<file path="config.mk">
export PLATFORM = sky130hd
export DESIGN_NAME = hazard_ctrl
export DESIGN_NICKNAME = d
export VERILOG_FILES = /design/src/rtl/hazard_ctrl.sv
export SDC_FILE = /design/constraint.sdc
export NUM_CORES = 1
export LEC_CHECK = 0
export ABC_AREA = 0
export CORE_MARGIN = 2
export CORE_UTILIZATION = 48
export CTS_BUF_LIST = sky130_fd_sc_hd__clkbuf_4
export DETAILED_ROUTE_END_ITERATION = 10
export PLACE_DENSITY_LB_ADDON = 0.12
export RECOVER_POWER = 25
export SYNTH_ARGS = -nofsm -noshare
export SYNTH_HDL_FRONTEND = slang
export SYNTH_SLANG_ARGS = --single-unit
</file>
<file path="constraint.sdc">
create_clock -name clk -period 2.3 [get_ports clk]
set_input_delay 0.46 -clock clk [delete_from_list [all_inputs] [get_ports clk]]
set_output_delay 0.46 -clock clk [all_outputs]
set_load 0.1 [all_outputs]
</file>
<file path="src/rtl/hazard_ctrl.sv">
// hazard_ctrl: pipeline hazard controller.
// Tracks in-flight destinations in a three-slot scoreboard (EX, MEM, WB).
// Resolves RAW hazards by forwarding, stalls one cycle on load-use, and
// flushes IF/ID on a taken branch. Saturating counters track stall/flush.
//
// Ports:
//   clk, rst                  : clock, synchronous active-high reset
//   id_valid                  : ID holds a valid instruction
//   id_rs, id_rt              : ID source register addresses
//   id_rs_used, id_rt_used    : the source is actually read
//   id_we, id_waddr           : ID writes id_waddr
//   id_is_load                : ID instruction is a load
//   ex_br_taken               : branch/jump resolved taken in EX
//   mem_stall_req             : data memory not ready, freeze pipeline
//   stall, flush              : pipeline controls (same-cycle)
//   fwd_a, fwd_b              : operand source (00 RF, 01 EX, 10 MEM, 11 WB)
//   stall_cnt, flush_cnt      : saturating performance counters
module hazard_ctrl #(
  parameter int unsigned CNT_W = 16
) (
  input  logic             clk,
  input  logic             rst,
  input  logic             id_valid,
  input  logic [4:0]       id_rs,
  input  logic [4:0]       id_rt,
  input  logic             id_rs_used,
  input  logic             id_rt_used,
  input  logic             id_we,
  input  logic [4:0]       id_waddr,
  input  logic             id_is_load,
  input  logic             ex_br_taken,
  input  logic             mem_stall_req,
  output logic             stall,
  output logic             flush,
  output logic [1:0]       fwd_a,
  output logic [1:0]       fwd_b,
  output logic [CNT_W-1:0] stall_cnt,
  output logic [CNT_W-1:0] flush_cnt
);

  typedef struct packed {
    logic       v;
    logic       we;
    logic [4:0] waddr;
    logic       ld;
  } slot_t;

  localparam slot_t            BUBBLE  = '0;
  localparam logic [CNT_W-1:0] CNT_MAX = '1;

  slot_t            ex_q, mem_q, wb_q;
  slot_t            ex_d, mem_d, wb_d;
  logic [CNT_W-1:0] stall_cnt_q, stall_cnt_d;
  logic [CNT_W-1:0] flush_cnt_q, flush_cnt_d;
  logic             lu;

  // A slot produces register r; r0 is never a real destination.
  function automatic logic writes(input slot_t s, input logic [4:0] r);
    return s.v && s.we && (s.waddr == r) && (r != 5'd0);
  endfunction

  // Youngest producer wins; a load still in EX cannot forward (lu stalls it).
  function automatic logic [1:0] fwd_sel(input logic used, input logic [4:0] r,
                                         input slot_t ex, input slot_t mem,
                                         input slot_t wb);
    logic [1:0] sel;
    sel = 2'b00;
    if (used) begin
      if (writes(ex, r))       sel = ex.ld ? 2'b00 : 2'b01;
      else if (writes(mem, r)) sel = 2'b10;
      else if (writes(wb, r))  sel = 2'b11;
    end
    return sel;
  endfunction

  // Hazard detection and pipeline controls; all forced quiet during reset.
  always_comb begin
    lu    = id_valid && ex_q.ld &&
            ((id_rs_used && writes(ex_q, id_rs)) ||
             (id_rt_used && writes(ex_q, id_rt)));
    stall = 1'b0;
    flush = 1'b0;
    fwd_a = 2'b00;
    fwd_b = 2'b00;
    if (!rst) begin
      if (mem_stall_req)    stall = 1'b1;
      else if (ex_br_taken) flush = 1'b1;
      else if (lu)          stall = 1'b1;
      fwd_a = fwd_sel(id_rs_used, id_rs, ex_q, mem_q, wb_q);
      fwd_b = fwd_sel(id_rt_used, id_rt, ex_q, mem_q, wb_q);
    end
  end

  // Scoreboard advance: freeze holds, branch/load-use inject a bubble into EX.
  always_comb begin
    ex_d  = ex_q;
    mem_d = mem_q;
    wb_d  = wb_q;
    if (!mem_stall_req) begin
      wb_d  = mem_q;
      mem_d = ex_q;
      ex_d  = BUBBLE;
      if (!ex_br_taken && !lu && id_valid) begin
        ex_d.v     = 1'b1;
        ex_d.we    = id_we;
        ex_d.waddr = id_waddr;
        ex_d.ld    = id_is_load;
      end
    end
  end

  // Saturating counters.
  always_comb begin
    stall_cnt_d = stall_cnt_q;
    flush_cnt_d = flush_cnt_q;
    if (stall && (stall_cnt_q != CNT_MAX)) stall_cnt_d = stall_cnt_q + CNT_W'(1);
    if (flush && (flush_cnt_q != CNT_MAX)) flush_cnt_d = flush_cnt_q + CNT_W'(1);
  end

  always_ff @(posedge clk) begin
    if (rst) begin
      ex_q        <= BUBBLE;
      mem_q       <= BUBBLE;
      wb_q        <= BUBBLE;
      stall_cnt_q <= '0;
      flush_cnt_q <= '0;
    end else begin
      ex_q        <= ex_d;
      mem_q       <= mem_d;
      wb_q        <= wb_d;
      stall_cnt_q <= stall_cnt_d;
      flush_cnt_q <= flush_cnt_d;
    end
  end

  assign stall_cnt = stall_cnt_q;
  assign flush_cnt = flush_cnt_q;

endmodule

</file>
Word level (Yosys, flattened, before mapping)
Cells that the tools add are included.
Operators by class
  add/sub/neg operators: 2
  equality and inequality tests: 8
  multiplexer cells: 19
  reduce and logical (&&, ||, !) cells: 28
Operators with widths (count)
  16-bit by 1-bit adder with 16-bit output, second input constant: 2
  16-bit inequality test, second input constant: 2
  5-bit equality test: 6
  1-bit logical AND: 23
  2-bit 2-to-1 mux: 10
  5-bit nonzero test: 2
  1-bit 2-to-1 mux: 8
  8-bit 2-to-1 mux: 1
  1-bit logical NOT: 2
  1-bit logical OR: 1
Word-level totals
  register bits after elaboration: 54
  output and inout port bits: 38
  logic and storage cells: 69

Longest topological paths before layout
Gate-level depths: netlist of run 1.
  word-level depth: 11
  gate-level depth with buffers: 8
  gate-level depth less buffers: 7

Worst setup path before layout of run 1
Ideal clock, no wire load.
  kind: input to output
  from: input id_rt[1]
  to: output fwd_b[1]
  arrival: 4.552 ns
  data required time: 1.840 ns
  slack: -2.712 ns
  stages on the path: 4
  cells stage by stage: or4_4 -> o211a_4 -> and2_2 -> nor4b_1
On the way
  cells in the longest elaborated chain, start to end: 8
RTL lines
  from (decl): line 25  | input logic [4:0] id_rt,
  5-bit equality test: line 59  | return s.v && s.we && (s.waddr == r) && (r != 5'd0);
  1-bit logical AND (2 in series): line 59
  2-bit 2-to-1 mux: line 71  | else if (writes(wb, r)) sel = 2'b11;
  2-bit 2-to-1 mux: line 70  | else if (writes(mem, r)) sel = 2'b10;
  2-bit 2-to-1 mux *: line 69  | if (writes(ex, r)) sel = ex.ld ? 2'b00 : 2'b01;
  2-bit 2-to-1 mux *: line 68  | if (used) begin
  2-bit 2-to-1 mux *: line 85  | if (!rst) begin
  to (decl): line 36  | output logic [1:0] fwd_b,
Mark *: on every way between the ends. The rest lies on a longest branch, timed or not.

Worst setup path after layout of run 1
  from: input id_rt[1]
  to: output fwd_b[0]
Same word-level chain as after synthesis.

==> results by group, run 1 <==
Status
  – Status: finished with violations
  – Failing checks: negative setup slack

Logic synthesis
  – Post-synth EDFFs: 0
  – Yosys cell types: roughly 50
  – Mapped Cells: 319
  – Top-count cell post-synth: dfxtp_1
  – Flop and latch count out of synthesis: 54
  – Synth Cell Area: 2910 sq um
  – Syn Nets: between 300 and 400
  – Syn_area_per_cell: between 9 and 10 sq um
  – Ys async rst share: 0%
  – Yosys top cell by area: dfxtp_1
  – Sequential cell area fraction in the yosys report: 37.2%
  – Synth top area share: 37.2%
  – Top cells by area, synth: dfxtp_1 37%, xor2_1 7.2%, xnor2_1 6.3%, mux2i_1 6.2%, nor2_1 6.2%
  – Synth cell count leaders: 54 x dfxtp_1, 48 x nor2_1, 24 x xor2_1, 21 x xnor2_1, 18 x mux2i_1
  – Synth warn: 0
  – Dominant synthesized flop cell: dfxtp_1

Global route
  – Largest net degree at the start of global routing: 48
  – GRT overflow: 0
  – Top Usage Layer GRT: met2
  – Met2 Use GR: 40.7%
  – Total Routing Usage GR: 23.0%
  – Met3 Usage GRT: between 4 and 5%
  – Antenna violations before repair: 0
  – Vias in the first global route: approximately 2,500
  – First-pass GRT wire length: 11,800 microns
  – Met1 GRT Util: 28.6%

Timing
  – Worst-Margin Slew: 1030 ps
  – RSZ-0062 raised after global routing: yes
  – Final Cycle Share: 109%
  – Fin. Hold Viols: 0
  – Relative slew slack: a little under a third
  – Setup ws final: -196 ps
  – Max Clk Rate: 0.401 GHz
  – Final setup fails: 5
  – Fin. max-slew vios: 0
  – Worst clock skew: 21.9 ps
  – Tmin final: 2500 ps

Placed design
  – Routability cong.: 0.833
  – IO Port Bufs: 61
  – Post-DP HPWL: 5430 microns

Die
  – Top Ports: slightly above 60
  – Die height: 81.8 microns
  – Die footprint: 6700 sq um
  – Num rows: 28
  – Die W: 81.8 microns
  – Initial Utilization: approximately half
  – CORE AREA: 5890 sq um

Worst setup path
  – Critical-path cell list: buf_8 > or4_4 > o211a_4 > and2_4 > mux2i_1 > and3_4 > buf_12
  – Slowest-stage cell, CP: or4_4
  – CP endpoint kind: output port
  – Cell depth of the worst setup path: 7
  – CP max FO: 2
  – CP arrival: 2040 ps
  – R2R depth: 8
  – CP startpoint kind: input pin
  – CP required: 1840 ps
  – Top delay family on crit path: simple AND/OR/NAND/NOR gates
  – Kind of critical path: input pin to output port
  – Worst Path Buf+Inv: 2
  – Register-to-Register Setup Slack: 0 ps
  – Largest stage delay, worst path: 550 ps

Clock network
  – Total CTS buffers: 5
  – CTS Buffer Depth: 2
  – Hold_buf cts: 0
  – CTS tree: done
  – # H-tree levels: 2
  – Worst-skew pair later-pin latency: 390 ps
  – Clock sink total: 54
  – Clock transition at path regs: 150 ps
  – Root Buffer: clkbuf_4

Finish
  – Ant diodes: 0
  – Nets@finish: 442
  – Area growth from synthesis to layout: 44.8%
  – Post-layout util: a little under three quarters
  – Share of post-route cells with drive strength above 1: 42.1%
  – # fillers: 478

Pwr
  – Switching part of the total: between 20% and 30%
  – Seq pwr share: a little over half
  – Static leakage: between 1.5 and 2 nW
  – P_sw: 0.470 mW
  – Combinational Power Share: approximately 16%
  – Total power: 1.76 mW
  – Internal: ~1.3 mW
  – Max VDD drop: 0.000259 V
  – Clock power share: 30.0%
  – Power Density: 418 nW/um^2

Drt
  – DRT Pass-1 Iters: 4
  – Routed Antenna Nets: 0
  – Final wirelength: 7510 microns
  – Number of DRC markers in iteration 0: 93
  – Vias per cell: roughly 5.4
  – Routed length per placed instance: approximately 15 microns
  – Via count: 2,649
  – DRC viols: 0

Flow run
  – MaxCap Viol Count: 0

Min path
  – Hold Crit Depth: 2
  – Hold WC Path Type: input pin to flop
placed cells by master, fill, tap and decap left out, drive strengths merged, types with 3 or more instances in the layout:
cell type	instances
nand2	17
nor2b	7
nor3	3
o31ai	3
nor2	48
inv	7
mux2	7
and3	9
buf	82
nand3	10
nor4	5
a21oi	6
mux2i	18
o21ai	4
xnor2	21
clkbuf	11
nand2b	3
or4	3
and4	5
dfxtp	54
xor2	24
clkdlybuf4s50	11
a22o	7
nand4	15
and2	6
power by group through the flow:
stage	sequential, mW	combinational (mW)	clock (mW)
4_1_cts	0.956	0.264	0.538
3_3_place_gp	0.976	0.249	0
5_1_grt	0.954	0.296	0.574
6_report	0.952	0.281	0.528
2_1_floorplan	1.00	0.114	0
3_5_place_dp	0.976	0.254	0
cells by family (layout without fill, tap and decap cells):
logic type               count (synthesis)  after routing  share of synthesized area [%]
multiplexers                            25             25                           9.04
adder cells (fa/ha/maj)                  2              2                          0.860
XOR/XNOR                                45             45                           13.6
buffers and inverters                   20            117                           2.71
AND/OR/NAND/NOR                        140            140                           26.2
flip-flops                              54             54                           37.2
AO/OA/AOI/OAI                           33             33                           10.5
per-stage QoR:
stage / TNS, ps / area, sq um / cells / setup slack [ps] / hold WS, ps
after global routing: -1590 / 4210 / 491 / -307 / 429
after floorplan: -957 / 3010 / 319 / -587 / 471
after global placement: -14530 / 3860 / 472 / -577 / 493
after detailed placement: -15560 / 3860 / 472 / -612 / 505
final: -925 / 4210 / 491 / -196 / 430
after CTS: -902 / 4070 / 483 / -229 / 431
worst paths after layout:
check | start | to
max | id_rt[1] | fwd_b[0]
min reg2reg | flush_cnt[14] | flush_cnt[14]
min | rst | stall_cnt[13]
max reg2reg | ex_q[7] | stall_cnt[15]
per-layer routing:
metal / part of all wire, % / vias to the layer above
met5: 0 / -
met4: 2.3 / 0
li1: - / 1317
met1: 43 / 1255
met2: 51 / 60
met3: 3.5 / 17
repair_timing:
| action | CTS | global route |
|---|---|---|
| gates resized for setup | 62 | 27 |
| endpoints found under the setup margin | 27 | 14 |
| pin swaps | 22 | 15 |
| buffers inserted | 4 | 8 |
state kept, by name (all words and copies together) (netlist names):
| signal | cells |
|---|---|
| wb_q | 7 |
| mem_q | 7 |
| flush_cnt | 16 |
| ex_q | 8 |
| stall_cnt | 16 |
cell type report:
cell class              count  area [sq um]  share of cell area, %
clock inverters             2          38.8                  0.921
inverters                   7          26.3                  0.624
repair buffers            103           891                   21.2
flip-flops and latches     54          1140                   27.2
well taps                  75          93.8                   2.23
clock buffers               5          37.5                  0.891
multi-input cells         245          1980                   47.0
Power figures use the tool's default switching activity.
==> run 2, diff against run 1 <==
ABC_CLOCK_PERIOD_IN_PS = 2300   (was unset)
CAP_MARGIN = 30   (was unset)
==> results of run 2 <==
Same layout as run 1: the final DEF is identical, and so are final timing and power.
==> run 3, diff against run 2 <==
MAX_ROUTING_LAYER = met4   (was unset)
==> run 3 against run 2 <==
Compared with the run above:
- the run still ends with negative setup slack left
- sequential share of layout area increased by 0.37 points
- combinational power shrank 5%
- worst hold slack lost 63 ps
- via count shrank 0.38%
- design area decreased by 2.1%
- global-route usage up 0.20 points
- die area did not move
- core utilization fell by 1.5 points
- register-to-register slack worse by 100 ps
- fmax is 2.1% lower
- first-iteration DRC count decreased by 22%
- non-clock buffer count is the same
==> results by group, run 3 (same netlist as run 1, synthesis figures left out) <==
Status
  – Status: finished with violations
  – Failing checks: negative setup slack

Die
  – Top Ports: 62
  – CORE AREA: 5890 sq um
  – Die footprint: 6700 sq um
  – Initial Utilization: 49.4%
  – Die height: 81.8 microns
  – Num rows: 28
  – Die W: 81.8 microns

Finish
  – Commonest non-fill, non-tap cell in the layout: buf_4
  – Post-layout util: between 70% and 80%
  – Share of post-route cells with drive strength above 1: 40.6%
  – Area growth from synthesis to layout: 41.8%
  – Commonest cells after routing, fill and taps aside: 63 x buf_4, 44 x nor2_1, 27 x dfxtp_1
  – Nets@finish: approximately 440
  – Ant diodes: 0

Pwr
  – Total power: 1.64 mW
  – Static leakage: around 1.7 nW
  – Power Density: ~400 nW/um^2
  – Max VDD drop: 0.000273 V

Worst setup path
  – CP required: roughly 1800 ps
  – RR Startpoint: ex_q[3]
  – CP max FO: 2
  – CP arrival: 2090 ps
  – Critical-path cell list: buf_8 > or4_4 > o211a_4 > and2_4 > nor4b_4 > buf_12
  – Slowest-stage cell, CP: or4_4
  – R2R depth: 9
  – Reg-to-Reg End: stall_cnt[15]
  – CP endpoint kind: output port
  – Register-to-Register Setup Slack: -100 ps
  – Worst Path Buf+Inv: 2
  – Kind of critical path: input pin to output port
  – Largest stage delay, worst path: roughly 540 ps
  – CP startpoint kind: input pin
  – Top delay family on crit path: simple AND/OR/NAND/NOR gates

Timing
  – Worst clock skew: 15.5 ps
  – Fin. max-slew vios: 0
  – Relative slew slack: 32.7%
  – Tmin final: roughly 2500 ps
  – Max Clk Rate: 0.392 GHz
  – Final setup fails: 14
  – Setup ws final: -250 ps
  – Worst-Margin Slew: 1010 ps
  – Fin. Hold Viols: 0
  – RSZ-0062 raised after global routing: yes
  – Final setup TNS: -1410 ps
  – Final Cycle Share: 111%

Global route
  – GRT overflow: 0
  – First-pass GRT wire length: around 12,000 microns
  – Total Routing Usage GR: 23.2%
  – Largest net degree at the start of global routing: 46
  – Vias in the first global route: approximately 2,500
  – Antenna violations before repair: 0

Clock network
  – CTS tree: done
  – Clock sink total: 54
  – CTS Buffer Depth: 2
  – Clock transition at path regs: 140 ps
  – # H-tree levels: 2
  – Total CTS buffers: 5
  – Root Buffer: clkbuf_4
  – Worst-skew pair later-pin latency: about 380 ps
  – Hold_buf cts: 0

Placed design
  – IO Port Bufs: 61
  – Post-DP HPWL: 5530 microns
  – Routability cong.: 0.843

Drt
  – Routed Antenna Nets: 0
  – Routed length per placed instance: 15.2 microns
  – Number of DRC markers in iteration 0: 73
  – Final wirelength: 7450 microns
  – DRT Pass-1 Iters: 4
  – DRC viols: 0
  – Via count: 2,639
  – Vias per cell: about 5.4

Min path
  – Hold WC Path Type: input pin to flop
  – Min-delay src: rst
  – Hold Crit Depth: 2
  – Hold Crit Endpoint: wb_q[1]

Flow run
  – MaxCap Viol Count: 0
run 3: area by class of cell:
type                    instances  area [sq um]
clock buffers                   5          37.5
clock inverters                 2          15.0
fillers                       499          1760
inverters                       7          26.3
multi-input cells             245          1930
flip-flops and latches         54          1130
well taps                      75          93.8
repair buffers                103           888
run 3: worst max-delay path by stage:
| stage | slack, ps | to | cells past startpoint | from |
|---|---|---|---|---|
| detailed placement | -600 | stall_cnt[6] | 8 | id_rt[1] |
| global placement | -580 | stall_cnt[6] | 8 | id_rt[2] |
| CTS | -240 | fwd_b[1] | 6 | id_rt[4] |
| finish | -250 | fwd_b[1] | 6 | id_rt[4] |
| global route | -310 | stall | 7 | ex_q[3] |
| floorplan | -590 | fwd_b[1] | 4 | id_rt[1] |
run 3: report_power, final:
part           leakage (nW)  internal (mW)  switching, mW
registers             0.452          0.940         0.0137
clock network        0.0233          0.114          0.307
logic                  1.22          0.121          0.146
run 3: stage by stage:
step,cells,area (sq um),worst slack (ps),hold slack (ps)
2_1_floorplan,319,3010,-587,471
3_3_place_gp,474,3880,-577,491
3_5_place_dp,474,3880,-601,502
4_1_cts,489,4070,-241,353
5_1_grt,491,4120,-307,368
6_report,491,4120,-250,367
run 3: what timing repair did:
| item | 4_1_cts | 5_1_grt |
|---|---|---|
| gates cloned | 0 | 0 |
| buffers inserted | 8 | 2 |
| gates resized for setup | 61 | 13 |
| endpoints found under the setup margin | 27 | 12 |
| pin swaps | 25 | 10 |
run 3: worst register-to-register path: cells and delay by family (launching register included):
kind            cells  cell delay, ps
compound gates      3             540
buf+inv             3             460
xor+xnor            1             180
flops               1             400
simple gates        2             770
run 3: layer usage:
layer | wire length [microns] | GRT usage [%] | part of all wire, %
met1 | 3140 | 27.9 | 42
met2 | 3880 | 38.9 | 52
met3 | 305 | 4.51 | 4.1
met4 | 132 | 7.67 | 1.8
met5 | 0 | - | 0
